**src/rtl/id_ex_hazard_stage.sv**
```systemverilog
// ID/EX pipeline register for the 5-stage MIPS pipeline. Besides latching the
// decoded ID fields into EX, it detects load-use hazards (one bubble each),
// holds EX while a multi-cycle multiply occupies it, squashes the ID
// instruction on a taken branch, and drives the PC and IF/ID write enables.
module id_ex_hazard_stage #(
   parameter int DATA_W  = 32,
   parameter int REG_W   = 5,
   parameter int MUL_LAT = 4
) (
   input  logic              clock,
   input  logic              reset_n,
   input  logic              id_valid,
   input  logic [REG_W-1:0]  id_rs,
   input  logic [REG_W-1:0]  id_rt,
   input  logic [REG_W-1:0]  id_rd,
   input  logic [DATA_W-1:0] id_rs_val,
   input  logic [DATA_W-1:0] id_rt_val,
   input  logic [DATA_W-1:0] id_imm,
   input  logic              id_regwrite,
   input  logic              id_memread,
   input  logic              id_memwrite,
   input  logic              id_memtoreg,
   input  logic              id_alusrc,
   input  logic [3:0]        id_aluop,
   input  logic              id_is_mul,
   input  logic              ex_flush,
   output logic              pc_write,
   output logic              ifid_write,
   output logic              ex_valid,
   output logic [REG_W-1:0]  ex_rs,
   output logic [REG_W-1:0]  ex_rt,
   output logic [REG_W-1:0]  ex_rd,
   output logic [DATA_W-1:0] ex_rs_val,
   output logic [DATA_W-1:0] ex_rt_val,
   output logic [DATA_W-1:0] ex_imm,
   output logic              ex_regwrite,
   output logic              ex_memread,
   output logic              ex_memwrite,
   output logic              ex_memtoreg,
   output logic              ex_alusrc,
   output logic [3:0]        ex_aluop,
   output logic              ex_busy
);

   localparam int CNT_W = $clog2(MUL_LAT) + 1;
   localparam logic [CNT_W-1:0] MUL_LOAD = CNT_W'(MUL_LAT - 1);

   // Everything the EX stage holds; an all-zero value is a bubble, so the
   // forwarding unit sees register 0 and never forwards from it.
   typedef struct packed {
      logic              valid;
      logic [REG_W-1:0]  rs;
      logic [REG_W-1:0]  rt;
      logic [REG_W-1:0]  rd;
      logic [DATA_W-1:0] rsVal;
      logic [DATA_W-1:0] rtVal;
      logic [DATA_W-1:0] imm;
      logic              regwrite;
      logic              memread;
      logic              memwrite;
      logic              memtoreg;
      logic              alusrc;
      logic [3:0]        aluop;
   } exReg_t;

   // What happens at the next edge, in decreasing priority.
   typedef enum logic [1:0] {
      ACT_FLUSH,
      ACT_HOLD,
      ACT_STALL,
      ACT_ADVANCE
   } action_t;

   exReg_t           exReg_q, exReg_d;
   logic [CNT_W-1:0] busyCnt_q, busyCnt_d;
   action_t          action;
   logic             loadUse;
   logic             busy;
   logic             upstreamWrite;

   // Decide this cycle's action and build the next EX contents and counter.
   // A held multiply only counts down; it never reloads the counter.
   always_comb begin
      exReg_d       = exReg_q;
      busyCnt_d     = busyCnt_q;
      upstreamWrite = 1'b1;
      busy          = (busyCnt_q != '0);
      loadUse       = id_valid & exReg_q.valid & exReg_q.memread &
                      (exReg_q.rt != '0) &
                      ((exReg_q.rt == id_rs) | (exReg_q.rt == id_rt));

      if (ex_flush) begin
         action = ACT_FLUSH;
      end else if (busy) begin
         action = ACT_HOLD;
      end else if (loadUse) begin
         action = ACT_STALL;
      end else begin
         action = ACT_ADVANCE;
      end

      unique case (action)
         ACT_FLUSH: begin
            exReg_d   = '0;
            busyCnt_d = '0;
         end
         ACT_HOLD: begin
            busyCnt_d     = busyCnt_q - 1'b1;
            upstreamWrite = 1'b0;
         end
         ACT_STALL: begin
            exReg_d       = '0;
            upstreamWrite = 1'b0;
         end
         ACT_ADVANCE: begin
            if (id_valid) begin
               exReg_d.valid    = 1'b1;
               exReg_d.rs       = id_rs;
               exReg_d.rt       = id_rt;
               exReg_d.rd       = id_rd;
               exReg_d.rsVal    = id_rs_val;
               exReg_d.rtVal    = id_rt_val;
               exReg_d.imm      = id_imm;
               exReg_d.regwrite = id_regwrite;
               exReg_d.memread  = id_memread;
               exReg_d.memwrite = id_memwrite;
               exReg_d.memtoreg = id_memtoreg;
               exReg_d.alusrc   = id_alusrc;
               exReg_d.aluop    = id_aluop;
               busyCnt_d        = id_is_mul ? MUL_LOAD : '0;
            end else begin
               exReg_d   = '0;
               busyCnt_d = '0;
            end
         end
      endcase
   end

   // ID/EX register and multiply busy counter; reset abandons any multiply.
   always_ff @(posedge clock or negedge reset_n) begin
      if (!reset_n) begin
         exReg_q   <= '0;
         busyCnt_q <= '0;
      end else begin
         exReg_q   <= exReg_d;
         busyCnt_q <= busyCnt_d;
      end
   end

   assign pc_write    = upstreamWrite;
   assign ifid_write  = upstreamWrite;
   assign ex_busy     = busy;
   assign ex_valid    = exReg_q.valid;
   assign ex_rs       = exReg_q.rs;
   assign ex_rt       = exReg_q.rt;
   assign ex_rd       = exReg_q.rd;
   assign ex_rs_val   = exReg_q.rsVal;
   assign ex_rt_val   = exReg_q.rtVal;
   assign ex_imm      = exReg_q.imm;
   assign ex_regwrite = exReg_q.regwrite;
   assign ex_memread  = exReg_q.memread;
   assign ex_memwrite = exReg_q.memwrite;
   assign ex_memtoreg = exReg_q.memtoreg;
   assign ex_alusrc   = exReg_q.alusrc;
   assign ex_aluop    = exReg_q.aluop;

endmodule
```
**config.mk**
```make
export PLATFORM = sky130hd
export DESIGN_NAME = id_ex_hazard_stage
export DESIGN_NICKNAME = d
export VERILOG_FILES = /design/src/rtl/id_ex_hazard_stage.sv
export SDC_FILE = /design/constraint.sdc
export NUM_CORES = 1
export LEC_CHECK = 0
export BUFFER_PORTS_ARGS = -buffer_cell sky130_fd_sc_hd__buf_2
export CAP_MARGIN = 20
export CORE_AREA = 2 2 105 107
export CTS_CLUSTER_SIZE = 8
export DETAILED_ROUTE_END_ITERATION = 8
export DIE_AREA = 0 0 107 109
export GPL_TIMING_DRIVEN = 0
export PLACE_DENSITY = 0.78
export SLEW_MARGIN = 10
export SYNTH_ARGS = -nofsm -noshare
export SYNTH_HDL_FRONTEND = slang
export SYNTH_SLANG_ARGS = --single-unit
```
**constraint.sdc**
```tcl
create_clock -name clock -period 6.3 [get_ports clock]
set_input_delay 0.315 -clock clock [delete_from_list [all_inputs] [get_ports clock]]
set_output_delay 0.315 -clock clock [all_outputs]
set_load 0.01 [all_outputs]
```
Word level (Yosys, flattened, before mapping)
Cells that the tools add are included.
Widths: inputs -> output; s select.

cells by class
  add/subtract/negate cells = 1
  equal/unequal tests = 5
  multiplexer cells = 9
  bitwise operators = 5
  reductions and logical operators = 7

operators by type and width
  kind                 count
  $pmux 121 s2         1
  $mux 121             1
  $eq 5x5->1           2
  $pmux 3 s3           1
  $mux 2               4
  $reduce_bool 3->1    2
  $reduce_bool 5->1    1
  $and 1x1->1          4
  $eq 2x2->1 const B   2
  $reduce_or 2->1      2
  $sub 3x1->3 const B  1
  $eq 2x1->1 const B   1
  $logic_not 2->1      1
  $mux 1               2
  $reduce_bool 2->1    1
  $or 1x1->1           1

word-level totals
  register bits = 124
  input bits = 125
  output and inout port bits = 124
  logic and storage cells = 41

Logic depth before layout (Yosys ltp)
  depth after elaboration = 10
  depth in mapped cells = 12

Worst setup path before layout
No wires, ideal clock.

  kind = register to register
  start = register exReg_q (netlist bit ex_rt[1])
  end = register exReg_q (netlist bit ex_rt[1])
  setup time = 0.064 ns
  arrival time = 2.186 ns
  setup slack = 4.050 ns
  stages on the path, launching flop included = 11
  clock period less this slack = 2.250 ns
  cells stage by stage = dfrtp_1 -> or4_4 -> o211ai_2 -> inv_2 -> a21oi_1 -> ha_1 -> nand2_1 -> nor2_2 -> buf_2 -> buf_2 -> a22o_2

on the way
  word-level cells in the longest chain between the ends = 9

RTL lines
  what                                                      line    source
  from (decl)                                               74      exReg_t exReg_q, exReg_d;
  from (signal assigned)                                    145     exReg_q <= exReg_d;
  $eq 5x5->1 / $reduce_bool 5->1 (equally long branches)    90, 89
  $or 1x1->1 / $and 1x1->1 (equally long branches)          90, 88
  $and 1x1->1 *                                             89      (exReg_q.rt != '0) &
  $mux 1 *                                                  96      end else if (loadUse) begin
  $mux 2 *                                                  94      end else if (busy) begin
  $mux 2 *                                                  92      if (ex_flush) begin
  $eq 2x2->1 / $logic_not 2->1 (equally long branches)      102     unique case (action)
  $reduce_or 2->1 (no source line)                          -
  $pmux 121 s2 / $reduce_bool 2->1 (equally long branches)  -

Mark *: on every way between the ends. The rest lies on a longest branch, timed or not.
A chain may end at the register's enable or synchronous reset.

Final worst setup path
  start = register exReg_q (netlist bit ex_rt[1])
  end = output port pc_write

on the way
  word-level cells in the longest chain between the ends = 9

RTL lines
  what                                                    line    source
  $eq 5x5->1 / $reduce_bool 5->1 (equally long branches)  90, 89
  $or 1x1->1 / $and 1x1->1 (equally long branches)        90, 88
  $and 1x1->1 *                                           89
  $mux 1 *                                                96
  $mux 2 *                                                94
  $mux 2 *                                                92
  $eq 2x2->1 / $eq 2x1->1 (equally long branches)         102
  $reduce_or 2->1 (no source line) *                      -
  $mux 1 *                                                102
  to (decl)                                               27      output logic pc_write,

Marks and branches as above.

==> impl_metrics.tcl <==
set metrics [dict create \
    outcome "finished, final reports clean" \
    slew_violations 0 \
    grt_pass1_wl_mm 22.3 \
    grt_pass1_vias 4340 \
    start_util_pct 43.7 \
    cts_made_buffers 17 \
    worstSetupStartpointType "register" \
    drt_wl_total_mm 14.5 \
    cts_tree "yes" \
    io_buffer_count 247 \
    relSlewSlack_pct 65.9 \
    ant_nets 0 \
    hpwl_mm 9.47 \
    htreeDepth 4 \
    crit_arrival_ns 2.51 \
    cts_root_buf "clkbuf_8" \
    viasPerCell 5.25 \
    finalCriticalPeriod_ns 2.83 \
    path_class "register to output port" \
    post-place-ws_ns 3.57 \
    maxCapViolCount 0 \
    multi_input_area_sq_um 1380 \
    fin_ws_ns 3.47 \
    synth_compound_area_share_pct 24.7 \
    grt_setup_unrepaired "no" \
    setup_tns_ns 0 \
    gp_congestion 0.836 \
    hp-class "primary input to register" \
    seqCellArea_sq_um 3100 \
    io_pins 249 \
    ctsResizeCount 0 \
    critPathRequiredTime_ns 5.98 \
    drt_iter0_drc 257 \
    crit_path_end_kind "output port" \
    fp.dieH_um 109 \
    synth_edf_count 0 \
    syn2layout_area_growth_pct 57.1 \
    yosys.area_share.simple_pct 2.13 \
    grt_usage_pct 25.4 \
    cts.clk_slew.worst_paths_ns 0.06 \
    fill_cells 741 \
    fmax_mhz 354 \
    dr.pass1.iters 4 \
    antenna_found_initial 0 \
    synth_area_per_cell_sq_um 14.4 \
    num_rows 38 \
    vias 4198 \
    synth_fa_ha_area_share_pct 1.08 \
    yosysTopAreaCell "dfrtp_1" \
    insertion_delay_ns 0.52 \
    synth_seq_cells 124 \
    final.period_utilization_pct 44.9 \
    async_reset_ff_share_pct 100 \
    fp.dieW_um 107 \
    post-route-drc-count 0 \
    synth_nets 451 \
    grt_max_degree 71 \
    ys.warnings.count 0 \
    synth_mux_area_share_pct 0 \
    coreArea_sq_um 10600 \
    p_per_area_nw_per_um2 331 \
    clkSinkCount 124 \
    synth_top_family_by_area "compound AO/OA/AOI/OAI gates" \
    ys_seq_area_share_pct 67.0 \
    skew_ns 0.0108 \
    synth_top_area_share_pct 67.0 \
    synth_cell_types 28 \
    tightest_slew_ns 0.511 \
    final_nets 778 \
    hold_viol 0 \
    cp_max_fo 5 \
    n_antenna_cell 0 \
    synthTopCellsByArea "dfrtp_1, a22o_1, xnor2_1, buf_2, ha_1" \
    setup_viol_count_final 0 \
    postSynthCellCount 322 \
    max-clock-path-buffers 2 \
    synthXorXnorAreaFrac_pct 1.89 \
    p_leak_uw 0.00408 \
    power_uw 2410 \
    drt-wirelength-per-cell_um 18.1 \
    syn_area_sq_um 4630 \
    synthFlopType "dfrtp_1" \
    finish.utilization_pct 68.7 \
    layout-drive-gt1-share_pct 45.2 \
    gr-total-overflow 0 \
    vdd_drop_max_uv 206 \
    die_area_sq_um 11700 \
]
[sequential cells by signal, indices dropped and copies added (netlist names)]
register and count:
busyCnt_q 3, ex_regwrite 1, ex_rt_val 32, ex_rs 5, ex_memread 1, ex_memtoreg 1
ex_rt 5, ex_rs_val 32, ex_memwrite 1, ex_alusrc 1, ex_imm 32, ex_valid 1
ex_aluop 4, ex_rd 5
[where the power goes]
part,total [uW],switching [uW],internal [uW]
combinational,510,301,209
sequential,917,48.9,868
clock,982,332,650
[critical path, stage by stage, from the launching register on]
cell	delay, ns
dfrtp_1	0.43
or4_4	0.57
o211ai_2	0.22
inv_2	0.05
a21o_1	0.17
ha_1	0.28
buf_4	0.13
buf_2	0.13
[what timing repair did]
| action | 4_1_cts | 5_1_grt |
|---|---|---|
| hold buffers | 60 | 0 |
| buffers inserted | 0 | 0 |
| endpoints found under the hold margin | 113 | 0 |
[layout make-up]
class	instances	area share [%]
buffer	28	1.77
clock buffer	24	6.74
clock inverter	6	1.50
inverter	6	0.309
multi-input combinational	164	19.0
sequential	124	42.6
tap	140	2.41
timing repair buffer	308	25.7
[path summary, 6_finish.rpt]
kind / from / cells after the start / end / slack, ns
setup / recovery: ex_rt[1]$_DFFE_PN0P_ / 7 / pc_write / 3.47
hold / removal: id_rt_val[31] / 2 / ex_rt_val[31]$_DFFE_PN0P_ / 0.02
setup reg to reg: ex_rt[1]$_DFFE_PN0P_ / 10 / ex_rs_val[30]$_DFFE_PN0P_ / 3.56
hold reg to reg: ex_imm[30]$_DFFE_PN0P_ / 1 / ex_imm[30]$_DFFE_PN0P_ / 0.50
max in group asynchronous: reset_n / 3 / ex_rs_val[5]$_DFFE_PN0P_ / 5.27
min in group asynchronous: reset_n / 2 / ex_rt_val[9]$_DFFE_PN0P_ / 0.33
[kinds of logic (layout without fill, tap and decap cells)]
kind of cell,Yosys count,after routing
compound gates,133,133
flops,124,124
buf+inv,34,372
simple gates,17,17
xor+xnor,10,10
fa+ha+maj,4,4
[cell usage in the layout (no fill, tap or decap), types with 5 or more instances in the layout]
cell type	Yosys	routed
o21ai_0	5	5
clkbuf_1	10	12
clkbuf_16	0	16
dlygate4sd3_1	0	60
buf_2	13	259
a22o_1	119	119
xnor2_1	10	10
dfrtp_1	124	124
clkbuf_8	0	6
inv_1	5	5
nand2_1	5	5
[per-layer routing]
layer / wire length, um / GRT usage (%) / vias to the layer above
li1: - / - / 1885
met1: 5730 / 30.4 / 2089
met2: 7570 / 44.0 / 199
met3: 847 / 5.92 / 25
met4: 308 / 10.9 / 0
met5: 0 / 0 / -
[stage by stage]
step | cells | hold WS, ns | area [sq um]
after global routing | 800 | 0.00891 | 7280
final | 800 | 0.0218 | 7280
after detailed placement | 710 | 0.296 | 6080
after CTS | 800 | 0.000126 | 7280
after global placement | 709 | 0.482 | 6050
after floorplan | 322 | 0.0194 | 4630
[synthesized netlist by cell type, types with 2 or more instances]
library cell and number:
a21o_1 2, a22o_1 119, buf_1 3, buf_2 13
buf_4 2, clkbuf_1 10, dfrtp_1 124, ha_1 4
inv_1 5, nand2_1 5, nand3_1 3, nor2_1 3
o21ai_0 5, xnor2_1 10
Power figures use the tool's default switching activity.
